$ cat src/rtl/spi_wishbone_arbiter.sv
`timescale 1ns/1ps
// Round-robin arbiter sharing one SPI master Wishbone slave port among NUM_REQ byte requesters.
// Optional macro SPI_ARB_CSHOLD_LOCK_EN keeps CSHOLD (ADR bit 7) multi-byte frames atomic.
module spi_wishbone_arbiter #(
  parameter int unsigned NUM_REQ = 4,
  parameter int unsigned IDX_W   = $clog2(NUM_REQ)
) (
  input  logic                 CLK_I,
  input  logic                 RST_I,
  input  logic [NUM_REQ-1:0]   reqStb,
  input  logic [NUM_REQ*8-1:0] reqAdr,
  input  logic [NUM_REQ*8-1:0] reqDat,
  output logic [NUM_REQ-1:0]   reqAck,
  output logic [7:0]           rxData,
  output logic                 busy,
  output logic                 STB_O,
  output logic                 WE_O,
  output logic [7:0]           ADR_O,
  output logic [7:0]           DAT_O,
  input  logic                 ACK_I,
  input  logic                 RTY_I,
  input  logic [7:0]           DAT_I
);

  typedef enum logic [2:0] {IDLE, ISSUE, WAIT_BUSY, WAIT_IDLE, RESPOND} state_t;

  state_t             state, state_d;
  logic [IDX_W-1:0]   grant, grant_d, last_grant, last_grant_d;
  logic [IDX_W-1:0]   rr_idx, cand, win_idx;
  logic               rr_found, win_valid;
  logic [7:0]         adr_arr [NUM_REQ];
  logic [7:0]         dat_arr [NUM_REQ];
  logic [NUM_REQ-1:0] req_ack_d;
  logic [7:0]         rx_data_d, adr_d, dat_d;
  logic               stb_d, we_d, busy_d;
`ifdef SPI_ARB_CSHOLD_LOCK_EN
  logic               locked, locked_d;
`endif

  for (genvar g = 0; g < NUM_REQ; g++) begin : g_unpack
    assign adr_arr[g] = reqAdr[8*g +: 8];
    assign dat_arr[g] = reqDat[8*g +: 8];
  end

  // Descending offsets so the nearest requester after last_grant is the final (winning) assignment.
  always_comb begin
    rr_found = 1'b0;
    rr_idx   = last_grant;
    cand     = '0;
    for (int unsigned off = NUM_REQ; off >= 1; off--) begin
      cand = IDX_W'((32'(last_grant) + off) % NUM_REQ);
      if (reqStb[cand]) begin
        rr_found = 1'b1;
        rr_idx   = cand;
      end
    end
  end

  always_comb begin
`ifdef SPI_ARB_CSHOLD_LOCK_EN
    if (locked) begin
      win_valid = reqStb[last_grant];
      win_idx   = last_grant;
    end else begin
      win_valid = rr_found;
      win_idx   = rr_idx;
    end
`else
    win_valid = rr_found;
    win_idx   = rr_idx;
`endif
  end

  always_ff @(posedge CLK_I) begin
    if (RST_I) state <= IDLE;
    else       state <= state_d;
  end

  always_comb begin
    state_d      = state;
    grant_d      = grant;
    last_grant_d = last_grant;
    adr_d        = ADR_O;
    dat_d        = DAT_O;
    stb_d        = STB_O;
    we_d         = WE_O;
    rx_data_d    = rxData;
    req_ack_d    = '0;
`ifdef SPI_ARB_CSHOLD_LOCK_EN
    locked_d     = locked;
`endif
    case (state)
      IDLE: begin
        if (win_valid) begin
          grant_d = win_idx;
          adr_d   = adr_arr[win_idx];
          dat_d   = dat_arr[win_idx];
          stb_d   = 1'b1;
          we_d    = 1'b1;
          state_d = ISSUE;
        end
      end
      ISSUE: begin
        if (ACK_I) begin
          stb_d   = 1'b0;
          we_d    = 1'b0;
          state_d = WAIT_BUSY;
        end
      end
      WAIT_BUSY: begin
        if (RTY_I) state_d = WAIT_IDLE;
      end
      WAIT_IDLE: begin
        if (!RTY_I) begin
          rx_data_d        = DAT_I;
          req_ack_d[grant] = 1'b1;
          state_d          = RESPOND;
        end
      end
      RESPOND: begin
        last_grant_d = grant;
`ifdef SPI_ARB_CSHOLD_LOCK_EN
        locked_d     = ADR_O[7];
`endif
        state_d      = IDLE;
      end
      default: state_d = IDLE;
    endcase
    busy_d = (state_d != IDLE);
  end

  always_ff @(posedge CLK_I) begin
    if (RST_I) begin
      grant      <= '0;
      last_grant <= IDX_W'(NUM_REQ - 1);
      ADR_O      <= 8'h00;
      DAT_O      <= 8'h00;
      STB_O      <= 1'b0;
      WE_O       <= 1'b0;
      rxData     <= 8'h00;
      reqAck     <= '0;
      busy       <= 1'b0;
`ifdef SPI_ARB_CSHOLD_LOCK_EN
      locked     <= 1'b0;
`endif
    end else begin
      grant      <= grant_d;
      last_grant <= last_grant_d;
      ADR_O      <= adr_d;
      DAT_O      <= dat_d;
      STB_O      <= stb_d;
      WE_O       <= we_d;
      rxData     <= rx_data_d;
      reqAck     <= req_ack_d;
      busy       <= busy_d;
`ifdef SPI_ARB_CSHOLD_LOCK_EN
      locked     <= locked_d;
`endif
    end
  end

endmodule

$ cat config.mk
export PLATFORM = sky130hd
export DESIGN_NAME = spi_wishbone_arbiter
export DESIGN_NICKNAME = d
export VERILOG_FILES = /design/src/rtl/spi_wishbone_arbiter.sv
export SDC_FILE = /design/constraint.sdc
export NUM_CORES = 1
export LEC_CHECK = 0
export ABC_AREA = 1
export ABC_CLOCK_PERIOD_IN_PS = 2800
export CAP_MARGIN = 20
export CORE_MARGIN = 10
export CORE_UTILIZATION = 44
export DETAILED_ROUTE_END_ITERATION = 8
export PLACE_DENSITY_LB_ADDON = 0.05
export RECOVER_POWER = 25
export SYNTH_ARGS = -nofsm -noshare
export SYNTH_HDL_FRONTEND = slang
export SYNTH_SLANG_ARGS = --single-unit
export TNS_END_PERCENT = 50
$ cat constraint.sdc
create_clock -name CLK_I -period 2.8 [get_ports CLK_I]
set_input_delay 0.56 -clock CLK_I [delete_from_list [all_inputs] [get_ports CLK_I]]
set_output_delay 0.56 -clock CLK_I [all_outputs]
set_load 0.03 [all_outputs]
==> flow_metrics.py <==
metrics = {
    "yosys": {
        "yosys_warnings": 0,
        "synth_area_um2": 2255,
        "synth.net_count": 457,
        "yosysTopAreaCell": "dfxtp_1",
        "netlist_instances": 377,
        "ys_seq_area_share_pct": 32.85,
        "netlist.area_leader.share_pct": 32.85,
        "synth.avg_cell_area_um2": 5.981,
        "synth.ff_latch_count": 37,
        "synth_area_leaders": "dfxtp_1 (33%), nand3_1 (14%), nand2_1 (14%)",
        "synth.distinct_cells": 23,
    },
    "grt": {
        "grt_pass1_vias": 2576,
        "grt-ovfl-total": 0,
        "grt_first_pass_wirelength_um": 11710,
        "grt_max_degree": 37,
        "antenna_found_initial": 0,
        "grtUsageTotal_pct": 16.72,
    },
    "place": {
        "placed_cell_area_um2": 3386,
        "portBuffers": 110,
        "dp_hpwl_um": 5774,
        "dp_slack_ps": 345.2,
        "place_congestion": 0.8675,
        "dp_cells": 542,
    },
    "die": {
        "rows": 25,
        "core_um2": 4848,
        "initial_core_util_pct": 46.50,
        "die_w_um": 91.59,
        "dieArea_um2": 8388,
        "die_y_um": 91.59,
        "io_pins": 111,
    },
    "clocking": {
        "clkLatencyLatePin_ps": 290,
        "cts-root-buf": "clkbuf_8",
        "cts_buffer_depth": 2,
        "cts-resized-gates": 0,
        "clkTransAtPathRegs_ps": 70,
        "cts_tree": "yes",
        "cts_setup_buffers": 0,
        "clock-sinks": 37,
        "cts_buffers": 5,
        "cts.htree.levels": 2,
        "ctsHoldBuffers": 0,
    },
    "setup_path": {
        "cp_max_fo": 19,
        "required_ps": 2980,
        "start_kind": "primary input",
        "cp-end-kind": "flip-flop",
        "critical_path_arrival_ps": 2380,
        "path_class": "primary input to flip-flop",
    },
    "sta": {
        "fin_tns_setup_ps": 0,
        "finalHoldViolations": 0,
        "slew_headroom_pct": 48.01,
        "skew_ps": 4.789,
        "final.setup.worst_slack_ps": 606.9,
        "worstMarginPinSlew_ps": 779.9,
        "hold_ws_ps": 462.4,
        "rsz0062_at_grt": "false",
        "fmax_mhz": 456.0,
        "period_needed_ps": 2193,
        "setup_viol": 0,
        "slew_viol_final": 0,
        "finalCritPeriodShare_pct": 78.32,
    },
    "power_and_ir_drop": {
        "leakagePower_nw": 1.752,
        "power_mw": 1.771,
        "power_density_nw_per_um2": 503.7,
        "peakVddDrop_mv": 0.3343,
    },
    "cells_and_area": {
        "fillers": 435,
        "layout_common_cells": "clkdlybuf4s50_1 (109), nand2_1 (84), inv_1 (78)",
        "multi_input_area_um2": 1092,
        "drive_gt1_share_pct": 6.625,
        "syn2layout_area_growth_pct": 55.94,
        "ff_latch_area_um2": 740.7,
        "layout_commonest_cell": "clkdlybuf4s50_1",
        "final_util_pct": 72.52,
        "nets": 562,
        "layout.cells.non_filler": 550,
        "fin_area_um2": 3516,
        "antenna-diode-count": 0,
    },
    "flow_run": {
        "cap_viol_max_count": 0,
    },
    "route": {
        "drt-total-wl_um": 7155,
        "drtAntennaViolNets": 0,
        "dr_total_vias": 2551,
        "post-route-drc-count": 0,
        "wire_per_inst_um": 13.01,
        "drt-initial-drc-count": 94,
        "drtPass1Iterations": 4,
        "via_per_inst": 4.638,
    },
    "status": {
        "run_status": "finished, final reports clean",
    },
    "min_path": {
        "min_path_type": "flip-flop to flip-flop",
    },
}
[path summary, 6_finish.rpt]
path	startpoint	end	slack (ps)	cells after the start
min	grant[1]$_SDFFE_PP0P_	reqAck[1]$_SDFF_PP0_	460	1
max	RST_I	rxData[3]$_SDFFE_PP0P_	610	5
max reg2reg	last_grant[0]$_SDFFE_PP1N_	DAT_O[6]$_SDFFE_PP0P_	770	12
min reg2reg	grant[1]$_SDFFE_PP0P_	reqAck[1]$_SDFF_PP0_	460	1
[layout make-up]
class                           instances  area share, %
Multi-Input combinational cell        240          31.07
Timing Repair Buffer                  116          32.85
Tap cell                               67          2.384
Sequential cell                        37          21.07
Clock inverter                          3          1.851
Inverter                               82          8.826
Clock buffer                            5          1.957
[Yosys cell counts]
master / count
buf_2: 8
nor3_1: 6
buf_4: 3
inv_2: 3
nor2_2: 1
a211oi_1: 2
nand2_1: 84
o21ai_0: 12
inv_4: 1
nand2_2: 6
o32ai_1: 1
buf_6: 3
nand3_2: 3
nand3_1: 64
dfxtp_1: 37
nor2_1: 45
buf_1: 1
o21ai_2: 4
inv_1: 78
clkbuf_1: 3
a21oi_2: 1
a31oi_1: 1
a21oi_1: 10
[per-layer routing]
metal	GRT usage, %	share of wire [%]	wire length [um]	up-vias
li1	-	-	-	1355
met4	5.222	1.4	101	0
met1	16.80	38	2732	1111
met2	30.09	51	3683	74
met5	0	0	0	-
met3	7.572	8.9	639	11
[cell families (layout without fill, tap and decap cells)]
| family | after synthesis | after routing | synth area share, % |
|---|---|---|---|
| and+or+nand+nor | 209 | 209 | 40.29 |
| buffers and inverters | 100 | 206 | 18.70 |
| AOI/OAI and AO/OA | 31 | 31 | 8.158 |
| DFF | 37 | 37 | 32.85 |
[critical path, stage by stage]
cell and delay [ps]:
dlygate4sd3_1 520, clkbuf_1 590, inv_1 440, o21ai_0 200, nor2_1 60
[power breakdown]
group	switching [mW]	internal, mW
sequential	0.0295	0.579
combinational	0.336	0.281
clock	0.191	0.354
total	0.557	1.21
[sequential cells by signal (all words and copies together) (netlist names)]
signal,count
ADR_O,8
DAT_O,8
rxData,8
reqAck,4
state,3
grant,2
last_grant,2
WE_O,1
busy,1
No activity file was read; power rests on OpenSTA's default activity.
